## src/rtl/ksa_pkg.sv

```systemverilog
// Shared definitions for the pipelined Kogge-Stone adder.
//   clog2          : constant ceiling-log2 used to size the prefix tree
//   KSA_MAX_W      : widest supported operand
//   KSA_MAX_LEVELS : prefix depth at the widest operand
//   pg_t           : generate/propagate vector pair, sized for the widest operand
package ksa_pkg;

  localparam int unsigned KSA_MAX_W = 64;

  // Smallest r with 2**r >= value.
  function automatic int unsigned clog2(input int unsigned value);
    int unsigned r;
    r = 0;
    for (int unsigned i = 0; i < 32; i++) begin
      if ((64'd1 << i) < 64'(value)) r = i + 1;
    end
    return r;
  endfunction

  localparam int unsigned KSA_MAX_LEVELS = clog2(KSA_MAX_W);

  typedef struct packed {
    logic [KSA_MAX_W-1:0] g;
    logic [KSA_MAX_W-1:0] p;
  } pg_t;

endpackage

```

## src/rtl/ksa_prefix_level.sv

```systemverilog
// One Kogge-Stone prefix level: every bit j >= DIST merges its (G,P) group
// with the group ending DIST bits lower.
//   clk, rst_n     : clock, asynchronous active-low reset
//   flush          : clears the travelling valid bit (registered variant)
//   prev_valid/g/p : upstream valid tag and group generate/propagate
//   prev_side      : payload carried unchanged alongside (bit propagates, carry-in)
//   next_*         : downstream copies, registered when REG=1, combinational when REG=0
module ksa_prefix_level #(
  parameter int unsigned WIDTH  = 8,
  parameter int unsigned DIST   = 1,
  parameter int unsigned SIDE_W = 9,
  parameter bit          REG    = 1'b1
) (
  input  logic              clk,
  input  logic              rst_n,
  input  logic              flush,
  input  logic              prev_valid,
  input  logic [WIDTH-1:0]  prev_g,
  input  logic [WIDTH-1:0]  prev_p,
  input  logic [SIDE_W-1:0] prev_side,
  output logic              next_valid,
  output logic [WIDTH-1:0]  next_g,
  output logic [WIDTH-1:0]  next_p,
  output logic [SIDE_W-1:0] next_side
);

  logic [WIDTH-1:0] g_c;
  logic [WIDTH-1:0] p_c;

  // Group merge; bits below DIST already span down to bit 0 and pass through.
  always_comb begin
    g_c = prev_g;
    p_c = prev_p;
    for (int unsigned j = DIST; j < WIDTH; j++) begin
      g_c[j] = prev_g[j] | (prev_p[j] & prev_g[j-DIST]);
      p_c[j] = prev_p[j] & prev_p[j-DIST];
    end
  end

  if (REG) begin : g_reg
    // Pipeline register for this level; data may update on invalid slots.
    always_ff @(posedge clk or negedge rst_n) begin
      if (!rst_n) begin
        next_valid <= 1'b0;
        next_g     <= '0;
        next_p     <= '0;
        next_side  <= '0;
      end else begin
        next_valid <= prev_valid & ~flush;
        next_g     <= g_c;
        next_p     <= p_c;
        next_side  <= prev_side;
      end
    end
  end else begin : g_comb
    // Combinational level; flush is applied further down the pipe.
    logic unused_ok;
    assign unused_ok  = ^{clk, rst_n, flush};
    assign next_valid = prev_valid;
    assign next_g     = g_c;
    assign next_p     = p_c;
    assign next_side  = prev_side;
  end

endmodule

```

## src/rtl/ksa_pipe_adder.sv

```systemverilog
// Parametrised pipelined Kogge-Stone adder with valid tagging, flush,
// result counter and signed-overflow flag. One result per clock, in order.
// Optional feature macro: KSA_ACC_EN (adds acc_Pad; operand B taken from
// the currently held sum_Pad when acc_Pad is high).
//   GCLK_Pad, rst_n_Pad      : clock, asynchronous active-low reset
//   in_valid_Pad, a_Pad,
//   b_Pad, cin_Pad           : operation request
//   acc_Pad                  : (KSA_ACC_EN only) accumulate into last result
//   flush_Pad                : drop every in-flight operation
//   out_valid_Pad            : one-cycle pulse per result
//   sum_Pad, cout_Pad,
//   ovf_Pad                  : result, held until the next out_valid_Pad
//   cnt_Pad                  : results emitted, wrapping
module ksa_pipe_adder
  import ksa_pkg::*;
#(
  parameter int unsigned WIDTH       = 8,
  parameter bit          PIPE_PREFIX = 1'b1,
  parameter int unsigned CNT_W       = 16
) (
  input  logic             GCLK_Pad,
  input  logic             rst_n_Pad,
  input  logic             in_valid_Pad,
  input  logic [WIDTH-1:0] a_Pad,
  input  logic [WIDTH-1:0] b_Pad,
  input  logic             cin_Pad,
`ifdef KSA_ACC_EN
  input  logic             acc_Pad,
`endif
  input  logic             flush_Pad,
  output logic             out_valid_Pad,
  output logic [WIDTH-1:0] sum_Pad,
  output logic             cout_Pad,
  output logic             ovf_Pad,
  output logic [CNT_W-1:0] cnt_Pad
);

  localparam int unsigned LEVELS = clog2(WIDTH);
  localparam int unsigned SIDE_W = WIDTH + 1;

  if (WIDTH < 2 || WIDTH > KSA_MAX_W || (WIDTH & (WIDTH - 1)) != 0) begin : g_bad_width
    $error("ksa_pipe_adder: WIDTH must be a power of two in 2..64");
  end

  // Operand B select.
  logic [WIDTH-1:0] b_op_c;
`ifdef KSA_ACC_EN
  assign b_op_c = acc_Pad ? sum_Pad : b_Pad;
`else
  assign b_op_c = b_Pad;
`endif

  // PG generation; carry-in is folded into bit 0's generate so the prefix
  // tree yields true carries without an extra level.
  logic [WIDTH-1:0] p0_c;
  logic [WIDTH-1:0] g0_c;
  assign p0_c = a_Pad ^ b_op_c;
  assign g0_c = (a_Pad & b_op_c) | WIDTH'(p0_c[0] & cin_Pad);

  logic             s0_valid;
  logic [WIDTH-1:0] s0_g;
  logic [WIDTH-1:0] s0_p;
  logic             s0_cin;

  // PG register.
  always_ff @(posedge GCLK_Pad or negedge rst_n_Pad) begin
    if (!rst_n_Pad) begin
      s0_valid <= 1'b0;
      s0_g     <= '0;
      s0_p     <= '0;
      s0_cin   <= 1'b0;
    end else begin
      s0_valid <= in_valid_Pad & ~flush_Pad;
      s0_g     <= g0_c;
      s0_p     <= p0_c;
      s0_cin   <= cin_Pad;
    end
  end

  // Prefix tree; the side payload carries bit propagates and carry-in to the sum stage.
  for (genvar k = 0; k < LEVELS; k++) begin : g_lvl
    logic              prev_valid;
    logic [WIDTH-1:0]  prev_g;
    logic [WIDTH-1:0]  prev_p;
    logic [SIDE_W-1:0] prev_side;
    logic              next_valid;
    logic [WIDTH-1:0]  next_g;
    logic [WIDTH-1:0]  next_p;
    logic [SIDE_W-1:0] next_side;

    if (k == 0) begin : g_src_pg
      assign prev_valid = s0_valid;
      assign prev_g     = s0_g;
      assign prev_p     = s0_p;
      assign prev_side  = {s0_p, s0_cin};
    end else begin : g_src_lvl
      assign prev_valid = g_lvl[k-1].next_valid;
      assign prev_g     = g_lvl[k-1].next_g;
      assign prev_p     = g_lvl[k-1].next_p;
      assign prev_side  = g_lvl[k-1].next_side;
    end

    ksa_prefix_level #(
      .WIDTH  (WIDTH),
      .DIST   (32'd1 << k),
      .SIDE_W (SIDE_W),
      .REG    (PIPE_PREFIX)
    ) u_level (
      .clk        (GCLK_Pad),
      .rst_n      (rst_n_Pad),
      .flush      (flush_Pad),
      .prev_valid (prev_valid),
      .prev_g     (prev_g),
      .prev_p     (prev_p),
      .prev_side  (prev_side),
      .next_valid (next_valid),
      .next_g     (next_g),
      .next_p     (next_p),
      .next_side  (next_side)
    );
  end

  // Sum stage: fin_g[i] is the carry out of bit i.
  logic             fin_valid;
  logic [WIDTH-1:0] fin_g;
  logic [WIDTH-1:0] fin_p_bits;
  logic             fin_cin;
  logic [WIDTH-1:0] carry_c;
  logic [WIDTH-1:0] sum_c;
  logic             take_c;
  logic             unused_fin_p;

  assign fin_valid              = g_lvl[LEVELS-1].next_valid;
  assign fin_g                  = g_lvl[LEVELS-1].next_g;
  assign {fin_p_bits, fin_cin}  = g_lvl[LEVELS-1].next_side;
  assign unused_fin_p           = ^g_lvl[LEVELS-1].next_p;
  assign carry_c                = {fin_g[WIDTH-2:0], fin_cin};
  assign sum_c                  = fin_p_bits ^ carry_c;
  // A flush also kills the result that would otherwise emerge on this edge.
  assign take_c                 = fin_valid & ~flush_Pad;

  // Sum / output hold register and result counter.
  always_ff @(posedge GCLK_Pad or negedge rst_n_Pad) begin
    if (!rst_n_Pad) begin
      out_valid_Pad <= 1'b0;
      sum_Pad       <= '0;
      cout_Pad      <= 1'b0;
      ovf_Pad       <= 1'b0;
      cnt_Pad       <= '0;
    end else begin
      out_valid_Pad <= take_c;
      if (take_c) begin
        sum_Pad  <= sum_c;
        cout_Pad <= fin_g[WIDTH-1];
        ovf_Pad  <= fin_g[WIDTH-1] ^ fin_g[WIDTH-2];
        cnt_Pad  <= cnt_Pad + CNT_W'(1);
      end
    end
  end

endmodule

```

## config.mk

```make
export PLATFORM = sky130hd
export DESIGN_NAME = ksa_pipe_adder
export DESIGN_NICKNAME = d
export VERILOG_FILES = /design/src/rtl/ksa_pkg.sv /design/src/rtl/ksa_prefix_level.sv /design/src/rtl/ksa_pipe_adder.sv
export SDC_FILE = /design/constraint.sdc
export NUM_CORES = 1
export LEC_CHECK = 0
export ABC_CLOCK_PERIOD_IN_PS = 1890
export BUFFER_PORTS_ARGS = -buffer_cell sky130_fd_sc_hd__clkbuf_2
export CAP_MARGIN = 20
export CORE_MARGIN = 2
export CORE_UTILIZATION = 56
export CTS_CLUSTER_SIZE = 16
export DETAILED_ROUTE_END_ITERATION = 12
export PLACE_DENSITY = 0.78
export SLEW_MARGIN = 10
export SYNTH_ARGS = -nofsm -noshare
export SYNTH_HDL_FRONTEND = slang
export SYNTH_SLANG_ARGS = --single-unit
```

## constraint.sdc

```tcl
create_clock -name GCLK_Pad -period 1.89 [get_ports GCLK_Pad]
set_clock_uncertainty 0.2 [all_clocks]
set_input_delay 0 -clock GCLK_Pad [delete_from_list [all_inputs] [get_ports GCLK_Pad]]
set_output_delay 0 -clock GCLK_Pad [all_outputs]
set_load 0.01 [all_outputs]
```

Word level (Yosys, flattened, before mapping) --
Index checks and enable logic that the tools add are counted.
Word-level totals: bits of input ports 21, bits in registers 115, word-level logic and storage cells 80
Operators by class: add/sub/neg operators 1, bitwise operators 59
Operators by type and width (number):
- $and A1 B1 Y1 | 36
- $or A1 B1 Y1 | 17
- $add A16 B1 Y16 const B | 1
- $xor A8 B8 Y8 | 2
- $and A8 B8 Y8 | 1
- $or A8 B1 Y8 | 1
- $not A1 Y1 | 1
- $xor A1 B1 Y1 | 1

Logic depth before layout (Yosys ltp) --
word-level depth 3, depth in mapped cells 5, mapped depth without buffers 5

Hierarchy --
Synthesis repeated with hierarchy kept, for this count alone.
Second synthesis, totals: cell total of the unflattened synthesis 249, area total of the unflattened synthesis 3996.3 um^2
By module, submodules not included:
- ksa_pipe_adder | area each 1784.2 um^2, times used 1, cells each 134, sequential area each 1126.1 um^2
- ksa_prefix_level (g_lvl[0].u_level) | area each 755.7 um^2, times used 1, cells each 41, sequential area each 650.6 um^2
- ksa_prefix_level (g_lvl[1].u_level) | area each 740.7 um^2, times used 1, cells each 39, sequential area each 650.6 um^2
- ksa_prefix_level (g_lvl[2].u_level) | area each 715.7 um^2, times used 1, cells each 35, sequential area each 650.6 um^2

Least setup slack after synthesis --
Ideal clock, no wire load.
path type reg-to-reg, start point reg cnt_Pad[0], end point reg cnt_Pad[12], path buffers 0, required time 1.611 ns, slack 0.268 ns, data arrival time 1.343 ns, stages on the path, launching flop included 6, path through dfrtp_1 -> ha_1 -> nand4b_1 -> nor3_2 -> and3_1 -> xor2_1
On the way: word-level cells in the longest chain between the ends 1
Ends and longest elaborated chain:
- start, declared | RTL line ksa_pipe_adder.sv:35 | output logic [CNT_W-1:0] cnt_Pad
- start signal, assigned | RTL line ksa_pipe_adder.sv:156 | cnt_Pad <= cnt_Pad + CNT_W'(1);
- $add A16 B1 Y16 | RTL line ksa_pipe_adder.sv:156
No other way between the ends. A chain may end at the register's enable or synchronous reset.

Final worst setup path --
start point reg cnt_Pad[0], end point reg cnt_Pad[10]
Same word-level chain as after synthesis.

==> flow_summary.json <==
{
  "status": "finished, final reports clean",
  "netlist_instances": 225,
  "place_inst": 350,
  "post_drt_wl_per_cell_um": 13.0,
  "vias_per_cell": 4.82,
  "reg2reg_depth": 5,
  "fin_tns_setup_ns": 0,
  "cts.sinks": 109,
  "critPathKind": "reg2reg",
  "vdd_ir_drop_max_v": 0.000670,
  "synth_top_area_frac": 0.767,
  "syn_area_um2": 3550,
  "synth_nets": 255,
  "synth.area.top_cells": "dfrtp_1 77%, xnor2_1 4.4%, a21o_1 3.8%",
  "core.rowCount": 29,
  "ios": 48,
  "cp-start-kind": "flip-flop",
  "dpl.hpwl_mm": 3.45,
  "max_freq_mhz": 596,
  "min_path_cells": 2,
  "worst_pin_slew_ns": 0.545,
  "grt_pass1_vias": 2063,
  "static-leakage-power_uw": 0.00231,
  "cap_violations": 0,
  "tritoncts": "done",
  "period_share": 0.888,
  "layout.cells.non_filler": 395,
  "multi_input_area_um2": 822,
  "drc": 0,
  "coreArea_um2": 6240,
  "antenna_found_initial": 0,
  "grt_pass1_wl_mm": 9.29,
  "relSlewSlack": 0.637,
  "yosys.area.top_type": "dfrtp_1",
  "crit_fanout": 4,
  "drive_gt1_frac": 0.217,
  "layout.area.seq_um2": 2730,
  "die_w_um": 83.7,
  "clock_path_buffers": 2,
  "ys_types": 22,
  "io_buffers": 47,
  "clockRootBuffer": "clkbuf_8",
  "numCtsBuffers": 9,
  "p_per_area_nw_per_um2": 1020,
  "drtPass1Iterations": 4,
  "post_cts_buffers": 0,
  "min_path_type": "in2reg",
  "start_util": 0.570,
  "drtAntennaViolNets": 0,
  "clk_latency_ns": 0.35,
  "drt_iter0_markers": 107,
  "clk_pin_slew_ns": 0.09,
  "gr-usage-all-layers": 0.171,
  "globalplace.congestion": 0.714,
  "finalMaxSlewViolations": 0,
  "endpoint_kind": "flip-flop",
  "cp.required_ns": 1.95,
  "arrival_ns": 1.74,
  "syn_to_final_growth_pct": 24.8,
  "grt_setup_unrepaired": "no",
  "fp.dieH_um": 83.7,
  "finalCriticalPeriod_ns": 1.68,
  "overflow": 0,
  "fin_nets": 344,
  "htree_levels": 3,
  "ys_seq_area_frac": 0.767,
  "syn_avg_cell_area_um2": 15.8,
  "wl_mm": 5.15,
  "finalSetupViolCount": 0,
  "synth_warnings": 0,
  "n_antenna_cell": 0,
  "grt_max_degree": 47,
  "ys_ff_latch": 109,
  "die_area_um2": 7000,
  "finalHoldViolCount": 0,
  "vias": 1904,
  "fill_cells": 420
}
routing by layer:
| layer | GRT usage | up-vias | part of all wire |
|---|---|---|---|
| li1 | - | 912 | - |
| met1 | 0.208 | 945 | 0.41 |
| met2 | 0.294 | 38 | 0.54 |
| met3 | 0.0396 | 9 | 0.038 |
| met4 | 0.0748 | 0 | 0.018 |
| met5 | 0 | - | 0 |
sequential cells by signal, indices dropped and copies added, names as in the netlist:
name and count:
g_lvl.prev_valid 1, g_lvl.u_level.next_side 25, cout_Pad 1, g_lvl.prev_p 8, g_lvl.prev_g 8, g_lvl.u_level.next_g 24
s0_cin 1, out_valid_Pad 1, g_lvl.u_level.next_valid 3, g_lvl.u_level.next_p 12, sum_Pad 8, cnt_Pad 16
ovf_Pad 1
worst max-delay path, stage by stage, from the launching register on:
cell      delay (ns)
dfrtp_1         0.42
ha_1            0.22
nand4b_1        0.18
nor3_4          0.23
and3_1          0.20
xor2_1          0.15
final cells by class:
cell class	instances	area share
Multi-Input combinational cell	113	0.185
Clock inverter	4	0.0164
Timing Repair Buffer	80	0.129
Tap cell	77	0.0217
Inverter	1	0.000846
Sequential cell	109	0.615
Clock buffer	11	0.0319
where the power goes:
part	internal, uW	total [uW]	leakage, uW	switching, uW
registers	2550	2670	0.00137	122
logic	213	399	0.000842	186
clock network	774	1450	0.000105	678
Yosys cell counts:
cell	count
and4_1	1
nand2b_4	1
nor3_2	2
a21o_1	18
inv_1	1
nand4_1	2
nand3_1	2
nor2_1	2
or2_1	1
xnor2_1	18
ha_1	9
xor2_1	6
nand4b_1	1
and2b_1	4
and2_1	10
o21ai_0	9
clkbuf_1	2
nand2_1	22
nand3_2	1
dfrtp_1	109
nor4_4	1
and3_1	3
cell families (layout without fill, tap and decap cells):
| group | count (synthesis) | count (layout) | share of synthesized area |
|---|---|---|---|
| xor+xnor | 24 | 24 | 0.0591 |
| fa+ha+maj | 9 | 9 | 0.0317 |
| buf+inv | 3 | 96 | 0.00317 |
| compound gates | 27 | 27 | 0.0507 |
| flops | 109 | 109 | 0.767 |
| simple gates | 53 | 53 | 0.0880 |
path summary, 6_finish.rpt:
path	from	to	slack, ns
setup / recovery	cnt_Pad[0]	cnt_Pad[10]	0.21
max in group asynchronous	rst_n_Pad	cnt_Pad[0]	0.30
hold / removal	cin_Pad	s0_cin	0.14
hold reg to reg	g_lvl[1].u_level.next_side[2]	g_lvl[2].u_level.next_side[2]	0.15
setup reg to reg	cnt_Pad[0]	cnt_Pad[10]	0.21
min in group asynchronous	rst_n_Pad	g_lvl[0].prev_g[0]	0.54
cell usage in the layout, fill, tap and decap left out:
| master | count |
|---|---|
| ha_1 | 9 |
| nor3_2 | 1 |
| nor3_4 | 1 |
| and4_1 | 1 |
| nor2_1 | 2 |
| xor2_1 | 6 |
| clkinvlp_4 | 1 |
| o21ai_0 | 9 |
| clkbuf_8 | 10 |
| dfrtp_1 | 109 |
| nand2_1 | 22 |
| nor4_4 | 1 |
| and2b_1 | 4 |
| or2_1 | 1 |
| nand4_1 | 2 |
| clkbuf_2 | 46 |
| a21o_1 | 18 |
| nand2b_4 | 1 |
| nand3_2 | 1 |
| buf_12 | 1 |
| nand4b_1 | 1 |
| bufinv_16 | 2 |
| clkbuf_1 | 1 |
| inv_1 | 1 |
| dlygate4sd3_1 | 30 |
| buf_4 | 3 |
| nand3_1 | 2 |
| and2_1 | 10 |
| and3_1 | 3 |
| clkinv_2 | 1 |
| xnor2_1 | 18 |
timing repair:
item	CTS	global route
hold buffers	30	0
hold endpoints to repair	133	0
gates resized for setup	0	1
endpoints found under the setup margin	0	2
per-stage QoR:
| step | power, uW | hold WS, ns | util | worst slack, ns | instance area (um^2) |
|---|---|---|---|---|---|
| after floorplan | 2860 | -0.496 | - | 0.268 | 3550 |
| after CTS | 4580 | 0.104 | 0.710 | 0.109 | 4430 |
| after detailed placement | 3070 | -0.171 | 0.628 | 0.151 | 3920 |
| final | 4530 | 0.139 | 0.711 | 0.211 | 4440 |
| after global placement | 3040 | -0.180 | 0.628 | 0.234 | 3920 |
| after global routing | 4760 | 0.127 | 0.711 | 0.0542 | 4440 |
Note: power is estimated with default switching activity, not from simulation.
